<file path="config.mk">
export PLATFORM = sky130hd
export DESIGN_NAME = div_restoring_flat
export DESIGN_NICKNAME = d
export VERILOG_FILES = /design/src/rtl/div_restoring_if.sv /design/src/rtl/div_restoring.sv /design/src/flat_wrapper.sv
export SDC_FILE = /design/constraint.sdc
export NUM_CORES = 1
export LEC_CHECK = 0
export BUFFER_PORTS_ARGS = -buffer_cell sky130_fd_sc_hd__clkbuf_2
export CORE_MARGIN = 8
export CORE_UTILIZATION = 30
export DETAILED_ROUTE_END_ITERATION = 10
export SLEW_MARGIN = 20
export SYNTH_ARGS = -nofsm -noshare
export SYNTH_HDL_FRONTEND = slang
export SYNTH_SLANG_ARGS = --single-unit
</file>
<file path="constraint.sdc">
create_clock -name clock -period 4.4 [get_ports clock]
set_clock_uncertainty 0.2 [all_clocks]
set_input_delay 0.88 -clock clock [delete_from_list [all_inputs] [get_ports clock]]
set_output_delay 0.88 -clock clock [all_outputs]
set_load 0.01 [all_outputs]
</file>
<file path="src/rtl/div_restoring_if.sv">
// Operand/result bundle for the multicycle divider.
interface div_restoring_if #(
  parameter int unsigned WIDTH = 32
);
  logic             ctrl_div;
  logic [WIDTH-1:0] data_operandA;
  logic [WIDTH-1:0] data_operandB;
  logic [WIDTH-1:0] data_result;
  logic [WIDTH-1:0] data_remainder;
  logic             data_exception;
  logic             data_resultRDY;
  logic             busy;

  // Requester side (ALU/multdiv issue logic)
  modport master (
    output ctrl_div, data_operandA, data_operandB,
    input  data_result, data_remainder, data_exception, data_resultRDY, busy
  );

  // Divider side
  modport slave (
    input  ctrl_div, data_operandA, data_operandB,
    output data_result, data_remainder, data_exception, data_resultRDY, busy
  );
endinterface

</file>
<file path="src/rtl/div_restoring.sv">
// Signed restoring divider: one quotient bit per clock, truncating quotient,
// remainder signed like the dividend, flags divide-by-zero and overflow.
module div_restoring #(
  parameter int unsigned WIDTH = 32
) (
  input  logic            clock,
  input  logic            reset,
  div_restoring_if.slave  bus
);
  localparam int unsigned W  = WIDTH;
  localparam int unsigned CW = $clog2(W);

  typedef enum logic [1:0] {IDLE, RUN, FIX} state_t;

  state_t          state_q, state_d;
  logic [W-1:0]    q_q, q_d;          // dividend magnitude shifting out, quotient shifting in
  logic [W-1:0]    r_q, r_d;          // partial remainder, always < |B| between iterations
  logic [W-1:0]    b_q, b_d;          // divisor magnitude
  logic [W-1:0]    a_raw_q, a_raw_d;  // untouched dividend for the divide-by-zero remainder
  logic [CW-1:0]   cnt_q, cnt_d;
  logic            sign_q_q, sign_q_d;
  logic            sign_r_q, sign_r_d;
  logic            zero_q, zero_d;
  logic            ovf_q, ovf_d;
  logic [W-1:0]    result_q, result_d;
  logic [W-1:0]    rem_q, rem_d;
  logic            exc_q, exc_d;
  logic            rdy_q, rdy_d;
  logic            busy_q, busy_d;

  logic [W:0]      r_sh;
  logic [W:0]      trial;
  logic [W-1:0]    a_in, b_in;

  assign a_in = bus.data_operandA;
  assign b_in = bus.data_operandB;

  // One restoring step: shift {R,Q} left and trial-subtract |B| in W+1 bits
  always_comb begin
    r_sh  = {r_q, q_q[W-1]};
    trial = r_sh + (~{1'b0, b_q}) + (W+1)'(1);
  end

  // Next-state and datapath/output updates
  always_comb begin
    state_d  = state_q;
    q_d      = q_q;
    r_d      = r_q;
    b_d      = b_q;
    a_raw_d  = a_raw_q;
    cnt_d    = cnt_q;
    sign_q_d = sign_q_q;
    sign_r_d = sign_r_q;
    zero_d   = zero_q;
    ovf_d    = ovf_q;
    result_d = result_q;
    rem_d    = rem_q;
    exc_d    = exc_q;
    rdy_d    = 1'b0;

    unique case (state_q)
      IDLE: begin
        if (bus.ctrl_div) begin
          q_d      = a_in[W-1] ? W'(-a_in) : a_in;
          b_d      = b_in[W-1] ? W'(-b_in) : b_in;
          a_raw_d  = a_in;
          r_d      = '0;
          cnt_d    = '0;
          sign_q_d = a_in[W-1] ^ b_in[W-1];
          sign_r_d = a_in[W-1];
          zero_d   = (b_in == '0);
          ovf_d    = (a_in == {1'b1, {(W-1){1'b0}}}) && (b_in == '1);
          state_d  = (b_in == '0) ? FIX : RUN;
        end
      end
      RUN: begin
        if (!trial[W]) begin
          r_d = trial[W-1:0];
          q_d = {q_q[W-2:0], 1'b1};
        end else begin
          r_d = r_sh[W-1:0];
          q_d = {q_q[W-2:0], 1'b0};
        end
        if (cnt_q == CW'(W-1)) begin
          state_d = FIX;
        end else begin
          cnt_d = cnt_q + CW'(1);
        end
      end
      FIX: begin
        if (zero_q) begin
          result_d = '0;
          rem_d    = a_raw_q;
          exc_d    = 1'b1;
        end else begin
          result_d = sign_q_q ? W'(-q_q) : q_q;
          rem_d    = sign_r_q ? W'(-r_q) : r_q;
          exc_d    = ovf_q;
        end
        rdy_d   = 1'b1;
        state_d = IDLE;
      end
      default: state_d = IDLE;
    endcase

    busy_d = (state_d != IDLE);
  end

  // State and output registers, synchronous reset
  always_ff @(posedge clock) begin
    if (reset) begin
      state_q  <= IDLE;
      q_q      <= '0;
      r_q      <= '0;
      b_q      <= '0;
      a_raw_q  <= '0;
      cnt_q    <= '0;
      sign_q_q <= 1'b0;
      sign_r_q <= 1'b0;
      zero_q   <= 1'b0;
      ovf_q    <= 1'b0;
      result_q <= '0;
      rem_q    <= '0;
      exc_q    <= 1'b0;
      rdy_q    <= 1'b0;
      busy_q   <= 1'b0;
    end else begin
      state_q  <= state_d;
      q_q      <= q_d;
      r_q      <= r_d;
      b_q      <= b_d;
      a_raw_q  <= a_raw_d;
      cnt_q    <= cnt_d;
      sign_q_q <= sign_q_d;
      sign_r_q <= sign_r_d;
      zero_q   <= zero_d;
      ovf_q    <= ovf_d;
      result_q <= result_d;
      rem_q    <= rem_d;
      exc_q    <= exc_d;
      rdy_q    <= rdy_d;
      busy_q   <= busy_d;
    end
  end

  assign bus.data_result    = result_q;
  assign bus.data_remainder = rem_q;
  assign bus.data_exception = exc_q;
  assign bus.data_resultRDY = rdy_q;
  assign bus.busy           = busy_q;
endmodule

</file>
<file path="src/flat_wrapper.sv">
// flat-port wrapper written by rule: the top's interface ports become plain ports
module div_restoring_flat 
#(
  parameter int unsigned WIDTH = 32
)
  (clock, reset, bus_ctrl_div, bus_data_operandA, bus_data_operandB, bus_data_result, bus_data_remainder, bus_data_exception, bus_data_resultRDY, bus_busy);
  div_restoring_if #(.WIDTH(WIDTH)) bus_i ();
  input  logic clock;
  input  logic reset;
  input wire logic [$bits(bus_i.ctrl_div)-1:0] bus_ctrl_div;
  input wire logic [$bits(bus_i.data_operandA)-1:0] bus_data_operandA;
  input wire logic [$bits(bus_i.data_operandB)-1:0] bus_data_operandB;
  output wire logic [$bits(bus_i.data_result)-1:0] bus_data_result;
  output wire logic [$bits(bus_i.data_remainder)-1:0] bus_data_remainder;
  output wire logic [$bits(bus_i.data_exception)-1:0] bus_data_exception;
  output wire logic [$bits(bus_i.data_resultRDY)-1:0] bus_data_resultRDY;
  output wire logic [$bits(bus_i.busy)-1:0] bus_busy;
  assign bus_i.ctrl_div = bus_ctrl_div;
  assign bus_i.data_operandA = bus_data_operandA;
  assign bus_i.data_operandB = bus_data_operandB;
  assign bus_data_result = bus_i.data_result;
  assign bus_data_remainder = bus_i.data_remainder;
  assign bus_data_exception = bus_i.data_exception;
  assign bus_data_resultRDY = bus_i.data_resultRDY;
  assign bus_busy = bus_i.busy;
  div_restoring #(.WIDTH(WIDTH)) u_core (.clock(clock), .reset(reset), .bus(bus_i));
endmodule
</file>
# == Yosys cells after proc, flatten, opt, wreduce, memory -nomap -nowiden ==
# Index checks and enable logic that the tools add are counted.
# word_totals
reg_bits,206
word_cells,60
# op_classes
bitwise_logic,2
n_eq_ne,7
reduce_logical,8
n_addsub,7
muxes,21
# ops
op,n
32-bit two-way mux,9
32-bit negation,4
32-bit one-hot mux with 2 select lines,2
32-bit equality test (second input constant),2
33-bit by 1-bit adder with 33-bit output (second input constant),1
33-bit adder,1
32-bit inverter with 33-bit output,1
32-bit zero test,1
5-bit two-way mux,2
5-bit one-hot mux with 2 select lines,1
2-bit two-way mux,3
5-bit by 1-bit adder with 5-bit output (second input constant),1
5-bit equality test (second input constant),1
2-bit inequality test (second input constant),2
2-bit one-hot mux with 2 select lines,1
2-bit AND reduction,2
2-bit nonzero test,2
1-bit two-way mux,3
3-bit AND reduction,1
2-bit by 1-bit equality test with 1-bit output (second input constant),1
2-bit equality test (second input constant),1
2-bit zero test,1
1-bit logical AND,1
1-bit bitwise XOR,1

# == Depth between registers and ports, before layout ==
# Gate-level depths: netlist of the first run.
# depth
ltp_word,5
ltp_mapped,14
depth_no_buf,13

# == Worst setup path before layout of the first run ==
# No wires, ideal clock.
# synth_path
path_kind,in2reg
startpoint,input bus_data_operandA[6]
endpoint,register u_core.q_q[30]
setup_slack_ps,486
stages,10
setup_time_ps,125
t_required_ps,4075
arrival_ps,3588
cell_sequence,or4_4 or4_4 or3_4 or4_4 or2_4 nand2b_4 nand2_1 xnor2_1 a222oi_1 nor2_1
# synth_between
elab_chain_cells,4
# synth_rtl
item,line,text
start: declaration,flat_wrapper.sv:11,input wire logic [$bits(bus_i.data_operandA)-1:0] bus_data_operandA;
32-bit negation,div_restoring.sv:64,q_d = a_in[W-1] ? W'(-a_in) : a_in;
32-bit two-way mux,div_restoring.sv:64,
32-bit two-way mux,div_restoring.sv:63,if (bus.ctrl_div) begin
32-bit one-hot mux with 2 select lines,div_restoring.sv:61,unique case (state_q)
end signal: assignment,div_restoring.sv:129,q_q <= q_d;
end: declaration,div_restoring.sv:16,"logic [W-1:0] q_q, q_d;"
# No other way between the ends. The select of a mux whose other input is x is not followed.
# A chain may end at the register's enable or synchronous reset.

# == Worst setup path after layout of the first run ==
# layout_path
startpoint,register u_core.q_q[31]
endpoint,register u_core.q_q[0]
# layout_between
elab_chain_cells,4
# layout_rtl
item,line,text
33-bit adder,div_restoring.sv:41,"trial = r_sh + (~{1'b0, b_q}) + (W+1)'(1);"
33-bit by 1-bit adder with 33-bit output,div_restoring.sv:41,
1-bit two-way mux,div_restoring.sv:77,if (!trial[W]) begin
32-bit one-hot mux with 2 select lines,div_restoring.sv:61,
# No other way between the ends.

==> impl_metrics.tcl, run 1 <==
set metrics [dict create \
    fin_area_um2 13900 \
    wl_per_cell_um 17.9 \
    core-area_um2 39500 \
    overflow 0 \
    relSlewSlack_pct 23.5 \
    critical_path_class "reg -> reg" \
    synth_most_common_cell "nand2_1" \
    grt_max_degree 58 \
    dpl-instance-area_um2 13100 \
    synth_nets 1625 \
    layoutNonFillerInstCount 2145 \
    setup_viol 0 \
    r2r-end "u_core.q_q[0]$_SDFFE_PP0P_" \
    cp_max_fo 43 \
    finalCritPeriodShare_pct 87.1 \
    track_usage_pct 15.7 \
    firstDrtPassIters 6 \
    numPortBuffers 133 \
    setup.reg_to_reg.worst_slack_ns 0.57 \
    crit_path_start_kind "register" \
    area_growth_pct 16.6 \
    boundaryPins 134 \
    synth-main-ff-cell "dfxtp_1" \
    synth_seq_cells 205 \
    synth_edf_count 0 \
    dp_hpwl_um 28900 \
    total_power_w 0.00922 \
    cts_tree "built" \
    dieHeight_um 215 \
    reg2reg_depth 13 \
    worst_pin_slew_ns 1.15 \
    diodes 0 \
    netlist.top_cell.by_area "dfxtp_1" \
    final_nets 1710 \
    yosysTopAreaCellShare_pct 34.4 \
    vdd_drop_max_v 0.000547 \
    drcViolationCount 0 \
    worstSetupStartpoint "u_core.q_q[31]$_SDFFE_PP0P_" \
    final_layout_size_suffix_gt1_share_pct 13.6 \
    multi_input_area_um2 7280 \
    synth.top_cells.by_count "227 x nand2_1, 205 x dfxtp_1, 142 x nor2_1" \
    route.vias.total 11300 \
    cts_buffers 24 \
    cts-resized-gates 0 \
    endpoint_kind "register" \
    die_area_um2 46400 \
    clk_latency_ns 0.52 \
    yosysSeqAreaShare_pct 34.4 \
    rsz0062_at_grt "false" \
    fp.dieW_um 215 \
    regArea_um2 4110 \
    drt_iter0_drc 891 \
    finalHoldViolations 0 \
    syn-mean-instance-area_um2 7.86 \
    numPlacedInstances 2102 \
    postCtsHoldBufs 0 \
    drv_slew 0 \
    clockBufferDepth 3 \
    routed_wl_um 38400 \
    drv_cap 0 \
    synthCells 1518 \
    endpoint "u_core.q_q[0]$_SDFFE_PP0P_" \
    ys_async_sr_fraction_pct 0 \
    initial_utilization_pct 30.2 \
    antenna_left 0 \
    antenna_found_initial 1 \
    hp-class "reg -> reg" \
    max_freq_ghz 0.261 \
    cp_data_required_time_ns 4.59 \
    grt_pass1_vias 10700 \
    cts_setup_buffers 0 \
    powerDensity_nw_per_um2 663 \
    power_leakage_nw 5.37 \
    fill_cells 4190 \
    synth_area_um2 11900 \
    synth_cell_types 68 \
    routabilityCongestion 0.882 \
    viasPerCell 5.28 \
    status "finished, final reports clean" \
    cts_root_buf "clkbuf_16" \
    cts_max_level 1 \
    cts.reportedPaths.clkPinSlew_ns 0.06 \
    grt_pass1_wl_um 60300 \
    rows 73 \
    tns_ns 0 \
    cts.sinks 205 \
    synth_area_leaders "dfxtp_1 34%, nand2_1 7.1%, xnor2_1 5.6%" \
    arrival_ns 4.02 \
    yosysWarnings 0 \
    whs_ns 0.249 \
    period_minus_slack_ns 3.83 \
    rr_startpoint "u_core.q_q[31]$_SDFFE_PP0P_" \
]
worst max-delay path, cell delays in order, from the launching register on:
cell	delay, ns
dfxtp_1	0.34
inv_1	0.14
ha_1	0.24
fa_1	0.40
nor2b_1	0.16
o211ai_1	0.12
a31oi_1	0.36
a21bo_2	0.26
a31oi_1	0.16
o21ai_0	0.50
xor2_4	0.14
buf_12	0.22
a222oi_1	0.37
nor2_1	0.06
power by group:
group,switching (W),internal [W]
clock,0.000819,0.00126
combinational,0.00274,0.00204
sequential,0.000308,0.00204
registers in the layout, summed over array words and instances, names as in the netlist:
| register | cells |
|---|---|
| u_core.bus.data_remainder | 32 |
| u_core.ovf_q | 1 |
| u_core.sign_q_q | 1 |
| u_core.q_q | 32 |
| u_core.bus.data_resultRDY | 1 |
| u_core.bus.data_result | 32 |
| u_core.b_q | 32 |
| u_core.cnt_q | 5 |
| u_core.bus.data_exception | 1 |
| u_core.r_q | 32 |
| u_core.zero_q | 1 |
| u_core.a_raw_q | 31 |
| u_core.sign_r_q | 1 |
| u_core.state_q | 2 |
| u_core.bus.busy | 1 |
metal layers:
| layer | GRT usage [%] | vias up | share of wire [%] |
|---|---|---|---|
| met1 | 21.6 | 5340 | 46 |
| met2 | 24.9 | 328 | 44 |
| met3 | 3.15 | 54 | 7.1 |
| met5 | 0 | - | 0.023 |
| met4 | 4.02 | 2 | 2.2 |
| li1 | - | 5595 | - |
kinds of logic (layout without fill, tap and decap cells):
kind of cell               after synthesis  after routing  share of synthesized area (%)
buffers and inverters                  143            245                           4.85
DFF                                    205            205                           34.4
AOI/OAI and AO/OA                      436            436                           23.6
adders and majority gates               40             40                           4.26
and+or+nand+nor                        519            519                           19.8
xor gates and xnor gates               147            147                           10.8
muxes                                   28             28                           2.35
worst min-delay path by stage:
stage,startpoint,to,slack [ns],depth (start not counted)
floorplan,u_core.ovf_q$_SDFFE_PP0P_,u_core.ovf_q$_SDFFE_PP0P_,0.23,2
global placement,u_core.bus.data_result[27]$_SDFFE_PP0P_,u_core.bus.data_result[27]$_SDFFE_PP0P_,0.24,2
detailed placement,u_core.a_raw_q[28]$_SDFFE_PP0P_,u_core.a_raw_q[28]$_SDFFE_PP0P_,0.24,2
CTS,u_core.a_raw_q[28]$_SDFFE_PP0P_,u_core.a_raw_q[28]$_SDFFE_PP0P_,0.25,2
global route,u_core.bus.data_result[28]$_SDFFE_PP0P_,u_core.bus.data_result[28]$_SDFFE_PP0P_,0.26,2
finish,u_core.bus.data_result[28]$_SDFFE_PP0P_,u_core.bus.data_result[28]$_SDFFE_PP0P_,0.25,2
cell usage in the layout, fill, tap and decap left out, types with 5 or more instances in the layout:
master	n
a211oi_1	34
a22oi_1	27
mux2i_1	28
and3_1	7
inv_1	46
xnor2_1	76
nand3_1	14
or4_1	19
o211ai_1	8
nor2b_1	11
o21ai_1	16
o21ai_0	119
nand2b_1	11
nand2_1	227
nand4_1	17
nand3b_1	6
a22o_1	7
clkbuf_2	132
nor3_1	29
clkinv_2	6
o41ai_1	19
ha_1	39
a21oi_1	104
buf_4	21
clkbuf_16	25
nor2_1	142
a222oi_1	24
o31ai_1	34
dfxtp_1	204
a21o_1	11
and2_1	5
clkbuf_1	5
xor2_1	70
cell type report:
cell class              instances  area share (%)
flip-flops and latches        205            29.5
clock inverters                10           0.926
clock buffers                  33            4.93
multi-input cells            1170            52.4
repair buffers                156            6.31
well taps                     525            4.72
inverters                      46            1.24
through the flow:
step / setup WS (ns) / util [%]
2_1_floorplan: 0.486 / -
5_1_grt: 0.348 / 35.3
4_1_cts: 0.582 / 35.3
3_5_place_dp: 0.138 / 33.2
6_report: 0.567 / 35.3
3_3_place_gp: 0.138 / 33.2
No activity file was read; power rests on OpenSTA's default activity.
==> run 2, diff against run 1 <==
- CORE_ASPECT_RATIO: unset -> 0.6
==> run 2 against run 1 <==
Worst hold slack improved by 0.0032 ns. First-iteration DRC count is 44% higher. Largest power group unchanged. Clock-buffer cell count unchanged. Critical path type unchanged. Via count is 1.9% higher.
==> impl_metrics.tcl, run 2 (same netlist as run 1, synthesis figures left out) <==
set metrics [dict create \
    worst_pin_slew_ns 0.982 \
    status "finished, final reports clean" \
    rsz0062_at_grt "false" \
    cts.reportedPaths.clkPinSlew_ns 0.06 \
    min_path_cells 2 \
    met3_usage_pct 3.77 \
    endpoint_kind "register" \
    area_growth_pct 16.2 \
    overflow 0 \
    routabilityCongestion 0.895 \
    period_minus_slack_ns 3.92 \
    wl_per_cell_um 19.1 \
    reg2reg_depth 13 \
    finalCritPeriodShare_pct 89.1 \
    vdd_drop_max_v 0.000597 \
    layout_common_cells "227 x nand2_1, 204 x dfxtp_1, 142 x nor2_1" \
    track_usage_pct 16.9 \
    cts_max_level 1 \
    crit_path_start_kind "register" \
    cts_root_buf "clkbuf_16" \
    drv_slew 0 \
    finalHoldViolations 0 \
    critical_path.top_delay_family "compound AO/OA/AOI/OAI gates" \
    antenna_left 0 \
    fp.dieW_um 273 \
    drv_cap 0 \
    powerDensity_nw_per_um2 680 \
    drcViolationCount 0 \
    cts_tree "built" \
    fill_cells 4039 \
    postLayoutCoreUtil_pct 35.4 \
    viasPerCell 5.39 \
    crit_cells 13 \
    use_met1_pct 25.4 \
    hp-class "reg -> reg" \
    arrival_ns 4.12 \
    routed_wl_um 40900 \
    busiest_layer "met1" \
    max_freq_ghz 0.255 \
    rows 56 \
    total_power_w 0.00944 \
    slowest_stage "dfxtp_1" \
    critPathMaxStageDelay_ns 0.54 \
    grtUsageMet2_pct 24.4 \
    setup_viol 0 \
    mostFrequentLayoutCell "nand2_1" \
    initial_utilization_pct 30.5 \
    drt_iter0_drc 1285 \
    core-area_um2 39200 \
    postCtsHoldBufs 0 \
    final_layout_size_suffix_gt1_share_pct 13.7 \
    relSlewSlack_pct 34.5 \
    cts-resized-gates 0 \
    cts.sinks 205 \
    cts_setup_buffers 0 \
    tns_ns 0 \
    die_area_um2 46600 \
    grt_pass1_vias 10700 \
    grt_max_degree 72 \
    critical_path_class "reg -> reg" \
    route.vias.total 11500 \
    dp_hpwl_um 30500 \
    clockBufferDepth 3 \
    path_buf_inv 3 \
    cp_cell_sequence "inv_1, fa_1, nor2b_1, o211ai_1, a31oi_1, a21bo_2, a31oi_1, o21ai_0, buf_4, xor2_4, buf_4, mux2i_1, o21ai_0" \
    boundaryPins 134 \
    firstDrtPassIters 9 \
    clk_latency_ns 0.54 \
    power_leakage_nw 5.35 \
    antenna_found_initial 2 \
    diodes 0 \
    cp_data_required_time_ns 4.60 \
    grt_pass1_wl_um 63800 \
    cp_max_fo 23 \
    final_nets 1707 \
    cts_buffers 24 \
    numPortBuffers 133 \
    dieHeight_um 170 \
]
-- run 2: final timing paths --
kind,from,to,slack (ns)
max,u_core.r_q[0]$_SDFFE_PP0P_,u_core.r_q[19]$_SDFFE_PP0P_,0.48
min reg2reg,u_core.b_q[30]$_SDFFE_PP0P_,u_core.b_q[30]$_SDFFE_PP0P_,0.25
min,u_core.b_q[30]$_SDFFE_PP0P_,u_core.b_q[30]$_SDFFE_PP0P_,0.25
max reg2reg,u_core.r_q[0]$_SDFFE_PP0P_,u_core.r_q[19]$_SDFFE_PP0P_,0.48
-- run 2: worst min-delay path, cell delays in order, from the launching register on --
cell and delay [ns]:
dfxtp_1 0.31, nand2_1 0.05, a21oi_1 0.05
-- run 2: cell type report --
type	instances	area, um^2	share of cell area, %
Multi-Input combinational cell	1170	7280	52.5
Sequential cell	205	4110	29.6
Timing Repair Buffer	153	831	5.99
Clock buffer	33	706	5.09
Tap cell	522	653	4.71
Inverter	46	173	1.25
Clock inverter	11	115	0.830
-- run 2: where the power goes --
part	switching (W)	internal [W]	leakage, nW	total (W)
clock	0.000841	0.00124	0.408	0.00208
combinational	0.00297	0.00202	3.27	0.00499
sequential	0.000321	0.00204	1.67	0.00236
-- run 2: routing by layer --
layer	share of wire, %	up-vias
met1	49	5499
met2	41	412
met4	1.7	4
li1	-	5565
met3	8.1	49
met5	0.054	-
-- run 2: per-stage QoR --
stage	cells	setup slack [ns]	cell area, um^2	hold slack, ns
2_1_floorplan	1518	0.486	11900	0.225
3_3_place_gp	2096	0.136	13000	0.240
3_5_place_dp	2096	0.0603	13000	0.245
4_1_cts	2140	0.585	13900	0.252
5_1_grt	2140	0.236	13900	0.271
6_report	2140	0.480	13900	0.252
==> run 3, diff against run 2 <==
- clock period: 4.4 -> 3.6 ns (I/O delays scaled with it)
==> run 3 against run 2 <==
Sequential power grew 20%. Final area grew 3.4%. Die area is the same. Total power grew 27%. Critical path depth grew 2. Wire length grew 0.12%. Register-to-register slack lost 0.33 ns. First-iteration DRC count shrank 4.8%. Combinational power grew 37%. Maximum frequency grew 14%.
==> impl_metrics.tcl, run 3 (same netlist as run 1, synthesis figures left out) <==
set metrics [dict create \
    grt_pass1_wl_um 63000 \
    endpoint_kind "register" \
    worstSetupStartpoint "u_core.q_q[31]$_SDFFE_PP0P_" \
    clk_latency_ns 0.54 \
    postCtsHoldBufs 0 \
    fp.dieW_um 273 \
    layout_common_cells "227 x nand2_1, 204 x dfxtp_1, 140 x nor2_1" \
    arrival_ns 3.64 \
    rsz0062_at_grt "false" \
    status "finished, final reports clean" \
    mostFrequentLayoutCell "nand2_1" \
    critPathMaxStageDelay_ns 0.37 \
    routabilityCongestion 0.911 \
    max_freq_ghz 0.290 \
    boundaryPins 134 \
    drv_cap 0 \
    cp_cell_sequence "inv_1, ha_1, fa_2, nor2b_2, o211ai_1, a31oi_1, a21bo_2, a31oi_4, o21ai_1, buf_4, xor2_4, buf_12, buf_4, mux2i_1, o21ai_0" \
    cp_data_required_time_ns 3.79 \
    top_layer_used "met4" \
    relSlewSlack_pct 27.7 \
    vdd_drop_max_v 0.000760 \
    powerDensity_nw_per_um2 838 \
    rr_startpoint "u_core.q_q[31]$_SDFFE_PP0P_" \
    whs_ns 0.251 \
    area_growth_pct 20.2 \
    hp-class "reg -> reg" \
    firstDrtPassIters 8 \
    hp-start "u_core.bus.data_result[29]$_SDFFE_PP0P_" \
    dp_hpwl_um 31300 \
    rows 56 \
    route.vias.total 11700 \
    wl_per_cell_um 18.7 \
    antenna_found_initial 0 \
    track_usage_pct 16.8 \
    critical_path.top_delay_family "compound AO/OA/AOI/OAI gates" \
    crit_top_cell "buf_4" \
    worst_pin_slew_ns 1.08 \
    antenna_left 0 \
    viasPerCell 5.32 \
    overflow 0 \
    final_nets 1765 \
    drv_slew 0 \
    grt_pass1_vias 10500 \
    wl_met2_um 16600 \
    diodes 0 \
    cts_max_level 1 \
    cts_root_buf "clkbuf_16" \
    tns_ns 0 \
    routed_wl_um 40900 \
    cts.reportedPaths.clkPinSlew_ns 0.07 \
    numPortBuffers 133 \
    die_area_um2 46600 \
    cts.sinks 205 \
    finalCritPeriodShare_pct 95.9 \
    dieHeight_um 170 \
    drcViolationCount 0 \
    crit_path_start_kind "register" \
    setup_viol 0 \
    initial_utilization_pct 30.5 \
    wl_met3_um 3320 \
    final_layout_size_suffix_gt1_share_pct 17.1 \
    clockBufferDepth 3 \
    drt_iter0_drc 1223 \
    wl_met1_um 20500 \
    setup_slack_ns 0.148 \
    pre_cts_slack_ns -0.370 \
    finalHoldViolations 0 \
    postLayoutCoreUtil_pct 36.6 \
    core-area_um2 39200 \
    power_leakage_nw 5.61 \
    period_minus_slack_ns 3.45 \
    cts_buffers 22 \
    slowest_stage "fa_2" \
    grt_max_degree 66 \
    cts_tree "built" \
    critical_path_class "reg -> reg" \
    path_buf_inv 4 \
    cp_max_fo 9 \
]
run 3: cell count changes in the layout (fill, tap and decap cells not counted), sizes merged:
cell    before  now
buf         21   80
clkbuf     165  163
clkinv       7    4
inv         47   46
run 3: timing repair:
action | in CTS | in global routing
buffers inserted | 0 | 1
hold endpoints to repair | 0 | 0
gates resized for setup | 0 | 9
setup endpoints to repair | 0 | 33
run 3: tightest hold or removal path, delay by kind of cell, from the launching register on:
family / cells / cell delay [ns]
AO/OA/AOI/OAI: 1 / 0.05
flip-flops: 1 / 0.32
AND/OR/NAND/NOR: 1 / 0.04
run 3: cell type report:
class                   instances  area [um^2]
fillers                      4055        24800
multi-input cells            1170         7340
flip-flops and latches        205         4110
repair buffers                213         1350
well taps                     522          653
clock buffers                  30          621
inverters                      46          173
clock inverters                 7         98.8
run 3: final timing paths:
| check | cells past startpoint | to | slack [ns] |
|---|---|---|---|
| hold reg to reg | 2 | u_core.bus.data_result[29]$_SDFFE_PP0P_ | 0.25 |
| hold / removal | 2 | u_core.bus.data_result[29]$_SDFFE_PP0P_ | 0.25 |
| setup / recovery | 15 | u_core.r_q[24]$_SDFFE_PP0P_ | 0.15 |
| setup reg to reg | 15 | u_core.r_q[24]$_SDFFE_PP0P_ | 0.15 |
run 3: stage by stage:
| stage | cell area, um^2 | std cells | power, W |
|---|---|---|---|
| global placement | 13500 | 2154 | 0.00912 |
| finish | 14300 | 2193 | 0.0120 |
| floorplan | 12000 | 1518 | 0.00727 |
| global route | 14300 | 2193 | 0.0128 |
| CTS | 14300 | 2191 | 0.0115 |
| detailed placement | 13500 | 2154 | 0.00916 |
run 3: metal layers:
layer	global-route usage, %	vias up
li1	-	5697
met5	0	-
met1	26.4	5517
met3	3.29	31
met2	23.5	420
met4	2.62	0
run 3: power by group:
| part | leakage (nW) | switching [W] | total [W] | internal, W |
|---|---|---|---|---|
| registers | 1.67 | 0.000335 | 0.00283 | 0.00250 |
| logic | 3.59 | 0.00384 | 0.00685 | 0.00301 |
| clock network | 0.352 | 0.000982 | 0.00233 | 0.00135 |
| total | 5.61 | 0.00516 | 0.0120 | 0.00686 |
